<file path="src/rtl/ws2812b_pkg.sv">
// rtl/ws2812b_pkg.sv - shared WS2812B line encoding, states and error codes
package ws2812b_pkg;

  typedef enum logic [1:0] {
    HUNT = 2'd0,
    IDLE = 2'd1,
    HIGH = 2'd2,
    LOW  = 2'd3
  } ws_state_t;

  localparam logic [1:0] ERR_GLITCH  = 2'b01;
  localparam logic [1:0] ERR_STUCK   = 2'b10;
  localparam logic [1:0] ERR_PARTIAL = 2'b11;

  localparam int BITS_PER_LED = 24;

endpackage

</file>
<file path="src/rtl/ws2812b_sync.sv">
// rtl/ws2812b_sync.sv - multi-flop input synchronizer with registered edge strobes
module ws2812b_sync #(
  parameter int SYNC_STAGES = 2
) (
  input  logic clk,
  input  logic resetn,
  input  logic din,
  output logic dout,
  output logic rise,
  output logic fall
);

  logic [SYNC_STAGES-1:0] sff;

  // Shift the pin through the chain; strobes line up with the first cycle of the new dout level
  always_ff @(posedge clk or negedge resetn) begin
    if (!resetn) begin
      sff  <= '0;
      rise <= 1'b0;
      fall <= 1'b0;
    end else begin
      sff  <= {sff[SYNC_STAGES-2:0], din};
      rise <= sff[SYNC_STAGES-2] & ~sff[SYNC_STAGES-1];
      fall <= ~sff[SYNC_STAGES-2] & sff[SYNC_STAGES-1];
    end
  end

  assign dout = sff[SYNC_STAGES-1];

endmodule

</file>
<file path="src/rtl/ws2812b_in_module.sv">
// rtl/ws2812b_in_module.sv - WS2812B NRZ pulse-width decoder producing 24-bit LED words
module ws2812b_in_module
  import ws2812b_pkg::*;
#(
  parameter int CYCLES_MIN       = 2,
  parameter int CYCLES_THRESHOLD = 4,
  parameter int CYCLES_MAX       = 7,
  parameter int CYCLES_RET       = 40,
  parameter int CYCLES_CNT_WIDTH = 6,
  parameter int SYNC_STAGES      = 2,
  parameter int LEDCOUNT_WIDTH   = 8
) (
  input  logic                      clk,
  input  logic                      resetn,
  input  logic                      ws2812b_data,
  output logic [BITS_PER_LED-1:0]   bitstream,
  output logic                      bitstream_valid,
  output logic                      frame_end,
  output logic [LEDCOUNT_WIDTH-1:0] frame_led_count,
  output logic                      error,
  output logic [1:0]                error_code,
  output logic                      synced,
  output logic [3:0]                debug_info
);

  localparam int CW = CYCLES_CNT_WIDTH;
  localparam logic [CW-1:0] CNT_MIN    = CW'(CYCLES_MIN);
  localparam logic [CW-1:0] CNT_THR    = CW'(CYCLES_THRESHOLD);
  localparam logic [CW-1:0] CNT_MAX_M1 = CW'(CYCLES_MAX - 1);
  localparam logic [CW-1:0] CNT_RET_M1 = CW'(CYCLES_RET - 1);
  localparam logic [CW-1:0] CNT_ONE    = CW'(1);
  localparam logic [4:0]    LAST_BIT   = 5'(BITS_PER_LED - 1);

  logic s, s_rise, s_fall;

  ws2812b_sync #(.SYNC_STAGES(SYNC_STAGES)) u_sync (
    .clk    (clk),
    .resetn (resetn),
    .din    (ws2812b_data),
    .dout   (s),
    .rise   (s_rise),
    .fall   (s_fall)
  );

  ws_state_t                 state, state_nxt;
  logic [CW-1:0]             cnt, cnt_nxt, cnt_inc;
  logic [4:0]                bit_count, bit_count_nxt;
  logic [BITS_PER_LED-2:0]   shreg, shreg_nxt;
  logic [BITS_PER_LED-1:0]   shifted, bitstream_nxt;
  logic [LEDCOUNT_WIDTH-1:0] led_count, led_count_nxt, led_inc, frame_led_count_nxt;
  logic                      valid_nxt, frame_end_nxt, error_nxt;
  logic [1:0]                error_code_nxt;

  assign cnt_inc = (cnt == '1) ? cnt : cnt + CNT_ONE;
  assign led_inc = (led_count == '1) ? led_count : led_count + 1'b1;
  assign shifted = {shreg, (cnt >= CNT_THR)};

  // Register state and all datapath values computed by the next-state logic
  always_ff @(posedge clk or negedge resetn) begin
    if (!resetn) begin
      state           <= HUNT;
      cnt             <= '0;
      bit_count       <= '0;
      shreg           <= '0;
      led_count       <= '0;
      bitstream       <= '0;
      bitstream_valid <= 1'b0;
      frame_end       <= 1'b0;
      frame_led_count <= '0;
      error           <= 1'b0;
      error_code      <= 2'b00;
    end else begin
      state           <= state_nxt;
      cnt             <= cnt_nxt;
      bit_count       <= bit_count_nxt;
      shreg           <= shreg_nxt;
      led_count       <= led_count_nxt;
      bitstream       <= bitstream_nxt;
      bitstream_valid <= valid_nxt;
      frame_end       <= frame_end_nxt;
      frame_led_count <= frame_led_count_nxt;
      error           <= error_nxt;
      error_code      <= error_code_nxt;
    end
  end

  // Pulse-width decoding: measure high and low phases, classify bits, words, gaps and errors
  always_comb begin
    state_nxt           = state;
    cnt_nxt             = cnt;
    bit_count_nxt       = bit_count;
    shreg_nxt           = shreg;
    led_count_nxt       = led_count;
    bitstream_nxt       = bitstream;
    valid_nxt           = 1'b0;
    frame_end_nxt       = 1'b0;
    frame_led_count_nxt = frame_led_count;
    error_nxt           = 1'b0;
    error_code_nxt      = error_code;
    case (state)
      HUNT: begin
        if (s) begin
          cnt_nxt = '0;
        end else if (cnt == CNT_RET_M1) begin
          state_nxt     = IDLE;
          cnt_nxt       = '0;
          bit_count_nxt = '0;
          shreg_nxt     = '0;
          led_count_nxt = '0;
        end else begin
          cnt_nxt = cnt_inc;
        end
      end
      IDLE: begin
        if (s_rise) begin
          state_nxt = HIGH;
          cnt_nxt   = CNT_ONE;
        end
      end
      HIGH: begin
        if (s_fall) begin
          if (cnt < CNT_MIN) begin
            // Too short to be a real bit: drop the word and resynchronise on a gap
            error_nxt      = 1'b1;
            error_code_nxt = ERR_GLITCH;
            state_nxt      = HUNT;
            cnt_nxt        = '0;
            bit_count_nxt  = '0;
            shreg_nxt      = '0;
          end else begin
            shreg_nxt = shifted[BITS_PER_LED-2:0];
            state_nxt = LOW;
            cnt_nxt   = CNT_ONE;
            if (bit_count == LAST_BIT) begin
              bitstream_nxt = shifted;
              valid_nxt     = 1'b1;
              bit_count_nxt = '0;
              led_count_nxt = led_inc;
            end else begin
              bit_count_nxt = bit_count + 5'd1;
            end
          end
        end else if (cnt >= CNT_MAX_M1) begin
          error_nxt      = 1'b1;
          error_code_nxt = ERR_STUCK;
          state_nxt      = HUNT;
          cnt_nxt        = '0;
          bit_count_nxt  = '0;
          shreg_nxt      = '0;
        end else begin
          cnt_nxt = cnt_inc;
        end
      end
      LOW: begin
        if (s_rise) begin
          state_nxt = HIGH;
          cnt_nxt   = CNT_ONE;
        end else if (cnt >= CNT_RET_M1) begin
          frame_end_nxt       = 1'b1;
          frame_led_count_nxt = led_count;
          led_count_nxt       = '0;
          state_nxt           = IDLE;
          cnt_nxt             = '0;
          if (bit_count != 5'd0) begin
            error_nxt      = 1'b1;
            error_code_nxt = ERR_PARTIAL;
            bit_count_nxt  = '0;
            shreg_nxt      = '0;
          end
        end else begin
          cnt_nxt = cnt_inc;
        end
      end
      default: state_nxt = HUNT;
    endcase
  end

  assign synced     = (state != HUNT);
  assign debug_info = {state, bit_count[1:0]};

endmodule

</file>
<file path="config.mk">
export PLATFORM = sky130hd
export DESIGN_NAME = ws2812b_in_module
export DESIGN_NICKNAME = d
export VERILOG_FILES = /design/src/rtl/ws2812b_pkg.sv /design/src/rtl/ws2812b_sync.sv /design/src/rtl/ws2812b_in_module.sv
export SDC_FILE = /design/constraint.sdc
export NUM_CORES = 1
export LEC_CHECK = 0
export BUFFER_PORTS_ARGS = -buffer_cell sky130_fd_sc_hd__buf_4
export CORE_MARGIN = 2
export CORE_UTILIZATION = 55
export DETAILED_ROUTE_END_ITERATION = 16
export PLACE_DENSITY_LB_ADDON = 0.05
export SYNTH_ARGS = -nofsm -noshare
export SYNTH_HDL_FRONTEND = slang
export SYNTH_SLANG_ARGS = --single-unit
</file>
<file path="constraint.sdc">
create_clock -name clk -period 4.1 [get_ports clk]
set_input_delay 0.82 -clock clk [delete_from_list [all_inputs] [get_ports clk]]
set_output_delay 0.82 -clock clk [all_outputs]
set_load 0.1 [all_outputs]
</file>
==> results.json <==
{
  "wl_um": 7230,
  "period_needed_ns": 2.44,
  "first_pass_iters": 4,
  "synth_fa_ha_area_share_pct": 1.62,
  "die_w_um": 87.8,
  "status": "finished, final reports clean",
  "synth.distinct_cells": 59,
  "syn_to_final_growth_pct": 13.0,
  "dp_hpwl_um": 4740,
  "ant_nets": 0,
  "synth_cells": 315,
  "tightest_slew_ns": 1.03,
  "vias": 2655,
  "cp_data_required_time_ns": 3.28,
  "grt_pass1_vias": 2352,
  "routedWlPerCell_um": 16.0,
  "power_density_nw_per_um2": 335,
  "drcViolationCount": 0,
  "power.internal_uw": 1090,
  "cts_buffer_depth": 2,
  "async_flop_share_pct": 100,
  "synth_fp_nets": 323,
  "grt.busiest_layer": "met1",
  "use_met2_pct": 27.6,
  "switching_share_pct": 25.6,
  "dieArea_um2": 7720,
  "ys_top_cells_by_count": "dfrtp_1 (85), a22o_1 (23), nand3_1 (21), mux2_1 (17), mux2_2 (14)",
  "yosysMostFrequentCell": "dfrtp_1",
  "clock_latency_ns": 0.36,
  "cts_buffers": 9,
  "num_antenna_cells": 0,
  "cts.sinks": 85,
  "synthSimpleGateAreaFrac_pct": 11.2,
  "p_sw_uw": 375,
  "pwr-share-clk_pct": 39.2,
  "cts_setup_buffers": 0,
  "synth_xor_area_share_pct": 0,
  "antenna_found_initial": 0,
  "drive_above_1_share_pct": 24.7,
  "yosysSeqAreaShare_pct": 55.0,
  "end_kind": "output port",
  "path_clk_slew_ns": 0.10,
  "grt_overflow": 0,
  "arrival_ns": 1.62,
  "finalNetCount": 359,
  "synth_compound_area_share_pct": 17.6,
  "avgSynthCellArea_um2": 12.3,
  "synth-edff-count": 0,
  "cp-start-kind": "flop",
  "comb_power_share_pct": 2.7,
  "hp-class": "reg2reg",
  "h-tree-depth": 3,
  "synthMuxAreaShare_pct": 9.29,
  "maxCapViolCount": 0,
  "ys.flop_type": "dfrtp_1",
  "initial_utilization_pct": 56.9,
  "cts_resized": 0,
  "grt_usage_pct": 19.8,
  "synth_top_area_cell": "dfrtp_1",
  "grt_max_degree": 86,
  "criticalPathCategory": "reg2out",
  "place_congestion": 0.923,
  "viasPerCell": 5.87,
  "coreArea_um2": 6790,
  "synth_area_leaders": "dfrtp_1 (55%), a22o_1 (5.2%), mux2_1 (5.0%)",
  "drtIter0Drc": 130,
  "fin_crit_sh_pct": 59.5,
  "slew_viol_final": 0,
  "grt_pass1_wl_um": 11700,
  "synth_top_area_share_pct": 55.0,
  "synth_area_um2": 3870,
  "cts_root_buf": "clkbuf_8",
  "p_leak_uw": 0.00212,
  "ios": 45,
  "crit_fanout": 15,
  "io_buffers": 44,
  "met3_usage_pct": 4.90,
  "hold_violations": 0,
  "cts_tree": "done",
  "tns_ns": 0,
  "max_freq_mhz": 410,
  "ys_seq_elements": 85,
  "synth_top_family_by_area": "compound AO/OA/AOI/OAI gates",
  "rsz0062_at_grt": "no",
  "slew_headroom_pct": 31.3,
  "holdWs_ns": 0.405,
  "setup_violations": 0,
  "use_met1_pct": 30.4,
  "p_seq_share_pct": 58.1,
  "fp.dieH_um": 87.8,
  "ys_warn_count": 0,
  "irDropWorstVdd_mv": 0.168,
  "hold_buffers": 0,
  "num_rows": 30,
  "fin_worst_skew_ns": 0.0136
}
==> area by class of cell <==
type | instances | area (um2)
fill | 544 | 2430
sequential | 85 | 2130
multi-input combinational | 197 | 1540
timing repair buffer | 45 | 338
clock buffer | 9 | 124
tap | 96 | 120
clock inverter | 7 | 68.8
inverter | 13 | 48.8
==> layout by cell type, fill, tap and decap left out, types with 4 or more instances in the layout <==
cell type   n
buf_4      45
o211ai_1    4
nand2b_1    5
inv_1      12
and3_1      6
nand2_1    13
or3_1       5
a31oi_1    10
ha_1        5
nor2_1      4
a22o_1     23
mux2_2     14
clkbuf_8    9
o311ai_1    5
nand3_1    21
mux2_1     17
dfrtp_1    85
o21ai_0     7
a21oi_1    10
==> final timing paths <==
kind	to	slack (ns)	cells after the start	start
setup / recovery	synced	1.66	3	state[1]
hold / removal	u_sync.sff[1]	0.40	0	u_sync.sff[0]
setup reg to reg	bitstream[14]	1.70	3	cnt[3]
hold reg to reg	u_sync.sff[1]	0.40	0	u_sync.sff[0]
max in group asynchronous	bitstream[5]	2.80	1	resetn
min in group asynchronous	led_count[6]	0.62	1	resetn
==> cells by family after synthesis <==
logic type	count (synthesis)
flip-flops	85
AO/OA/AOI/OAI	84
AND/OR/NAND/NOR	76
buffers and inverters	33
multiplexers	32
adder cells (fa/ha/maj)	5
==> worst max-delay path, cell delays in order, from the launching register on <==
cell and delay (ns):
dfrtp_1 0.61, inv_1 0.21, nand2_1 0.13, buf_4 0.29
==> routing by layer <==
metal / wire [um] / up-vias
met5: 0 / -
met2: 3150 / 78
met4: 85 / 0
li1: - / 1262
met3: 421 / 9
met1: 3580 / 1306
==> through the flow <==
stage          cell area (um2)  worst slack (ns)  total power (uW)  util [%]  instances
3_3_place_gp              4180              1.70               906      61.5        436
4_1_cts                   4370              1.64              1480      64.3        452
5_1_grt                   4370              1.50              1520      64.3        452
3_5_place_dp              4180              1.69               906      61.5        436
2_1_floorplan             3870              1.23               884         -        315
6_report                  4370              1.66              1460      64.3        452
==> power groups by stage <==
stage | Clock, uW | Combinational [uW] | Sequential [uW]
finish | 573 | 38.9 | 850
global route | 624 | 45.1 | 851
CTS | 588 | 40.1 | 850
detailed placement | 0 | 40.0 | 866
global placement | 0 | 40.0 | 866
floorplan | 0 | 21.1 | 863
==> sequential cells by signal (all words and copies together) (netlist names) <==
signal           flops
bitstream           24
shreg               23
frame_led_count      8
led_count            8
cnt                  6
bit_count            5
error_code           2
state                2
u_sync.sff           2
bitstream_valid      1
error                1
frame_end            1
u_sync.fall          1
u_sync.rise          1
(Power assumes the default switching activity.)
